$ cat src/rtl/ins_pkg.sv
// Shared widths, reset vector and fetch-state encoding for the instruction fetch unit.
package ins_pkg;
  localparam int PC_W        = 11;
  localparam int INSTR_W     = 12;
  localparam int STACK_DEPTH = 8;
  localparam logic [PC_W-1:0] RESET_VEC = 11'd0;

  typedef enum logic [1:0] {
    S_BOOT = 2'd0,
    S_RUN  = 2'd1,
    S_HALT = 2'd2
  } fetch_state_e;

  function automatic logic [PC_W-1:0] pc_inc(input logic [PC_W-1:0] pc);
    return pc + 11'd1;
  endfunction
endpackage

$ cat src/rtl/ins_call_stack.sv
// Circular return-address stack: a push when full overwrites the oldest entry,
// a pop when empty leaves the stack untouched (the caller flags and handles it).
module ins_call_stack
  import ins_pkg::*;
#(
  parameter int DEPTH = STACK_DEPTH,
  parameter int W     = PC_W
) (
  input  logic         clk,
  input  logic         rst_n,
  input  logic         push_i,
  input  logic         pop_i,
  input  logic [W-1:0] data_i,
  output logic [W-1:0] data_o,
  output logic         full_o,
  output logic         empty_o
);
  localparam int PTR_W = $clog2(DEPTH);
  localparam int CNT_W = $clog2(DEPTH + 1);
  localparam logic [PTR_W-1:0] PTR_ONE = PTR_W'(1);
  localparam logic [CNT_W-1:0] CNT_ONE = CNT_W'(1);

  logic [W-1:0]     mem_q [DEPTH];
  logic [PTR_W-1:0] ptr_q;   // next free slot; once full it also marks the oldest entry
  logic [CNT_W-1:0] cnt_q;
  logic [PTR_W-1:0] top_s;

  assign top_s   = ptr_q - PTR_ONE;
  assign data_o  = mem_q[top_s];
  assign full_o  = (cnt_q == CNT_W'(DEPTH));
  assign empty_o = (cnt_q == CNT_W'(0));

  always_ff @(posedge clk or negedge rst_n) begin
    if (!rst_n) begin
      ptr_q <= '0;
      cnt_q <= '0;
      for (int i = 0; i < DEPTH; i++) mem_q[i] <= '0;
    end else if (push_i) begin
      mem_q[ptr_q] <= data_i;
      ptr_q        <= ptr_q + PTR_ONE;
      if (!full_o) cnt_q <= cnt_q + CNT_ONE;
    end else if (pop_i && !empty_o) begin
      ptr_q <= top_s;
      cnt_q <= cnt_q - CNT_ONE;
    end
  end
endmodule

$ cat src/rtl/ins_fetch.sv
// Instruction fetch unit: PC, boot/run/halt FSM, one-entry registered output stage,
// and redirect/call/return handling through the call stack.
module ins_fetch
  import ins_pkg::*;
(
  input  logic               clk,
  input  logic               rst_n,
  output logic [PC_W-1:0]    rom_addr,
  input  logic [INSTR_W-1:0] rom_data,
  output logic [INSTR_W-1:0] instr_o,
  output logic [PC_W-1:0]    instr_pc_o,
  output logic               instr_valid_o,
  input  logic               instr_ready_i,
  input  logic               redirect_i,
  input  logic               call_i,
  input  logic               ret_i,
  input  logic [PC_W-1:0]    target_i,
  input  logic [PC_W-1:0]    ret_addr_i,
  input  logic               halt_i,
  output logic               stack_ovf_o,
  output logic               stack_unf_o,
  output logic               ctrl_err_o
);
  fetch_state_e       state_q;
  logic [PC_W-1:0]    pc_q, ipc_q, new_pc_s, stk_top_s;
  logic [INSTR_W-1:0] instr_q;
  logic               valid_q, ovf_q, unf_q, err_q;
  logic               ctrl_s, multi_s, push_s, pop_s, load_s, full_s, empty_s;

  assign rom_addr      = pc_q;
  assign instr_o       = instr_q;
  assign instr_pc_o    = ipc_q;
  assign instr_valid_o = valid_q;
  assign stack_ovf_o   = ovf_q;
  assign stack_unf_o   = unf_q;
  assign ctrl_err_o    = err_q;

  ins_call_stack #(.DEPTH(STACK_DEPTH), .W(PC_W)) u_stack (
    .clk     (clk),
    .rst_n   (rst_n),
    .push_i  (push_s),
    .pop_i   (pop_s),
    .data_i  (ret_addr_i),
    .data_o  (stk_top_s),
    .full_o  (full_s),
    .empty_o (empty_s)
  );

  // Control-event priority (ret > call > redirect) and the load decision.
  always_comb begin
    ctrl_s  = redirect_i | call_i | ret_i;
    multi_s = (redirect_i & call_i) | (redirect_i & ret_i) | (call_i & ret_i);
    pop_s   = ret_i;
    push_s  = call_i & ~ret_i;
    if (ret_i) begin
      new_pc_s = empty_s ? RESET_VEC : stk_top_s;
    end else begin
      new_pc_s = target_i;
    end
    load_s = (state_q == S_RUN) && !halt_i && !ctrl_s && (!valid_q || instr_ready_i);
  end

  // FSM, PC, output stage and sticky error flags.
  always_ff @(posedge clk or negedge rst_n) begin
    if (!rst_n) begin
      state_q <= S_BOOT;
      pc_q    <= RESET_VEC;
      instr_q <= '0;
      ipc_q   <= '0;
      valid_q <= 1'b0;
      ovf_q   <= 1'b0;
      unf_q   <= 1'b0;
      err_q   <= 1'b0;
    end else begin
      if (multi_s)           err_q <= 1'b1;
      if (push_s && full_s)  ovf_q <= 1'b1;
      if (pop_s && empty_s)  unf_q <= 1'b1;

      if (ctrl_s) begin
        pc_q    <= new_pc_s;
        valid_q <= 1'b0;
      end else if (load_s) begin
        instr_q <= rom_data;
        ipc_q   <= pc_q;
        valid_q <= 1'b1;
        pc_q    <= pc_inc(pc_q);
      end else if (valid_q && instr_ready_i) begin
        valid_q <= 1'b0;
      end

      case (state_q)
        S_BOOT:  state_q <= S_RUN;
        S_RUN:   if (!ctrl_s && halt_i)  state_q <= S_HALT;
        S_HALT:  if (!ctrl_s && !halt_i) state_q <= S_RUN;
        default: state_q <= S_BOOT;
      endcase
    end
  end
endmodule

$ cat config.mk
export PLATFORM = sky130hd
export DESIGN_NAME = ins_fetch
export DESIGN_NICKNAME = d
export VERILOG_FILES = /design/src/rtl/ins_pkg.sv /design/src/rtl/ins_call_stack.sv /design/src/rtl/ins_fetch.sv
export SDC_FILE = /design/constraint.sdc
export NUM_CORES = 1
export LEC_CHECK = 0
export CORE_ASPECT_RATIO = 0.6
export CORE_MARGIN = 5
export CORE_UTILIZATION = 45
export CTS_CLUSTER_DIAMETER = 100
export DETAILED_ROUTE_END_ITERATION = 6
export PLACE_DENSITY = 0.66
export SLEW_MARGIN = 20
export SYNTH_ARGS = -nofsm -noshare
export SYNTH_HDL_FRONTEND = slang
export SYNTH_SLANG_ARGS = --single-unit
$ cat constraint.sdc
create_clock -name clk -period 2.75 [get_ports clk]
set_input_delay 0.275 -clock clk [delete_from_list [all_inputs] [get_ports clk]]
set_output_delay 0.275 -clock clk [all_outputs]
set_load 0.005 [all_outputs]
==> out/results.tsv <==
metric	value	unit
status	finished clean	
cell taking the most area after synthesis	dfrtp_1	
Register-to-Register Path Depth	8	
Initial DRC Count	287	
WS Path Type	flop to flop	
Max Freq	396	MHz
DP HPWL	11.3	mm
Vias/cell	5.68	
relative slew slack	28.8	%
reg2reg setup slack	230	ps
Worst Max-Slew Pin Slew	1060	ps
critical path endpoint category	flop	
Synth cell types	55	
Reg area	3380	µm²
Clock Skews	11.3	ps
family with the most delay on the worst path	compound AO/OA/AOI/OAI gates	
die width	164	µm
Post-synth EDFFs	0	
RSZ-0062 raised after global routing	false	
vias in the first global route	4804	
maximum capacitance violations	0	
worst stage delay on the critical path	450	ps
Hold Crit Class	primary input to asynchronous set/reset pin	
synthesized instance count	494	
nets@finish	636	
Mapped Nets	540	
async set-reset flop share out of synthesis	100	%
wire per inst	20.5	µm
busiest grt layer	met2	
met3 global-route usage	5.43	%
Synth Register Bits	135	
Placeable Area	13800	µm²
CP required	3090	ps
VDD IR max	0.000542	V
GRT Residual Overflow	0	
footprint of the multi-input gates	2880	µm²
residual DRC count	0	
Arr. time, crit path	2870	ps
prevailing post-synth register cell	dfrtp_1	
Internal Power	0.00675	W
Ys Warns	0	
first-pass GRT wire length	26.6	mm
sequential fraction of the synthesis area	52.6	%
initial core utilization	46.4	%
Crit-path slowest cell	dfrtp_1	
H-tree Lvls	4	
Net Sw Frac	33.1	%
post-route ant nets	0	
initial antenna violation count	0	
top cells by area, synth	dfrtp_1, mux2_2, mux4_2, mux2i_1, nand2_1	
share of layout cells above drive strength 1	32.0	%
PD cells	1230	nW/µm²
Worst Setup Start Kind	flop	
area share of the largest cell type after synthesis	52.6	%
minimum clock period	2520	ps
port bufs	78	
Mean Syn Cell Area	13.0	µm²
largest net degree at the start of global routing	64	
met2 Usage GRT	32.3	%
CP Buf/Inv Count	2	
IO Count	79	
crit-path cells	inv_1, ha_1, xor2_1, buf_4, a2111oi_0, a311o_1, o311ai_0, o21bai_1	
GRT met1 Usage	29.2	%
Critical Path Stages	8	
CTS tree	done	
drt pass-1 iters	5	
setup TNS	0	ps
Clk Latency, worst-skew pair	420	ps
sequential share of power	35.3	%
worst reg2reg path endpoint	rom_addr[8]$_DFFE_PN0P_	
Leak	3.51	nW
Reg-to-Reg Start	u_stack.ptr_q[1]$_DFFE_PN0P_	
final hold vios	0	
gpl congestion	0.831	
crit-path max FO	9	
Root Driver	clkbuf_16	
clock network power share	24.9	%
DRT Wirelength	16.3	mm
number of fill cells in the layout	1108	
Placed Instance Area	7540	µm²
Clock Path Buffers	2	
most frequent cells in the layout	dfrtp_1, mux2_2, clkdlybuf4s50_1, buf_4, nand2_1	
CTS Buf Count	17	
post-route design area	8210	µm²
GRT Overall Usage	20.6	%
vias	4516	
Ant. Diodes	0	
Finish-stage setup viols	0	
max-slew violation count	0	
Gate power share	39.8	%
Sw Pwr	0.00334	W
CTS Sinks	135	
most common cell after layout, fill and taps aside	dfrtp_1	
Tcrit/Tclk final	91.8	%
Area Overhead vs Synth	27.9	%
Synth Cell Area	6420	µm²
die height	103	µm
Die ar.	16800	µm²
CTS clock-pin slew for the worst setup and hold paths	60	ps
num rows	33	
==> power groups by stage <==
stage               sequential [W]  combinational [W]  clock, W
CTS                        0.00355            0.00405   0.00255
global placement           0.00351            0.00388         0
floorplan                  0.00336            0.00265         0
global route               0.00368            0.00440   0.00263
detailed placement         0.00357            0.00401         0
finish                     0.00356            0.00402   0.00251
==> routing by layer <==
metal	routed length, µm	vias to the layer above
li1	-	2040
met2	7460	145
met5	0	-
met3	1090	19
met1	7580	2312
met4	167	0
==> worst reg2reg max path, delay by kind of cell, from the launching register on <==
family	cells	cell delay (ps)
AO/OA/AOI/OAI	4	990
adder cells (fa/ha/maj)	1	230
flip-flops	1	450
XOR/XNOR	1	380
buffers and inverters	2	400
==> timing repair <==
item | in CTS | in global routing
setup endpoints to repair | 0 | 1
hold buffers | 1 | 0
buffers inserted | 0 | 0
hold endpoints to repair | 61 | 0
resized for setup | 0 | 1
==> state kept, by name, indices dropped and copies added, names as in the netlist <==
signal,cells
ctrl_err_o,1
instr_o,12
instr_pc_o,11
instr_valid_o,1
rom_addr,11
stack_ovf_o,1
stack_unf_o,1
state_q,2
u_stack.cnt_q,4
u_stack.mem_q,88
u_stack.ptr_q,3
==> per-stage QoR <==
step                total power [W]  hold slack, ps  utilization (%)  instances  worst slack (ps)
floorplan                   0.00600           -20.6                -        494               139
global placement            0.00739             302             54.5        762               229
detailed placement          0.00758             315             54.5        762               169
CTS                          0.0101             453             59.3        795               134
global route                 0.0107             462             59.3        795               103
finish                       0.0101             429             59.3        795               225
==> worst max path at each step <==
stage | from | endpoint | slack (ps)
floorplan | u_stack.ptr_q[0]$_DFFE_PN0P_ | rom_addr[5]$_DFFE_PN0P_ | 140
CTS | u_stack.ptr_q[1]$_DFFE_PN0P_ | rom_addr[6]$_DFFE_PN0P_ | 130
global placement | u_stack.ptr_q[1]$_DFFE_PN0P_ | rom_addr[6]$_DFFE_PN0P_ | 230
finish | u_stack.ptr_q[1]$_DFFE_PN0P_ | rom_addr[8]$_DFFE_PN0P_ | 230
global route | u_stack.ptr_q[1]$_DFFE_PN0P_ | rom_addr[8]$_DFFE_PN0P_ | 100
detailed placement | u_stack.ptr_q[1]$_DFFE_PN0P_ | rom_addr[6]$_DFFE_PN0P_ | 170
==> logic make-up after synthesis <==
family / Yosys count / share of synthesized area (%)
mux: 142 / 26.3
buf+inv: 37 / 2.57
simple gates: 86 / 7.08
compound gates: 78 / 8.93
flops: 135 / 52.6
fa+ha+maj: 5 / 0.975
xor+xnor: 11 / 1.50
==> area by class of cell <==
cell class / count / share of cell area, %
Multi-Input combinational cell: 322 / 35.0
Timing Repair Buffer: 109 / 12.7
Clock inverter: 14 / 2.73
Tap cell: 192 / 2.93
Sequential cell: 135 / 41.2
Inverter: 5 / 0.229
Clock buffer: 18 / 5.23
==> cell usage after synthesis, types with 7 or more instances <==
cell / number
clkbuf_1: 13
a2111oi_0: 9
xnor2_1: 8
mux2i_1: 19
nor2_1: 10
nand2_1: 25
nor3_1: 7
mux4_2: 10
dfrtp_1: 135
a21o_1: 7
buf_2: 18
mux2_2: 113
nor2b_1: 11
a21oi_1: 9
o21ai_0: 13
nand3_1: 15
No activity file was read; power rests on OpenSTA's default activity.
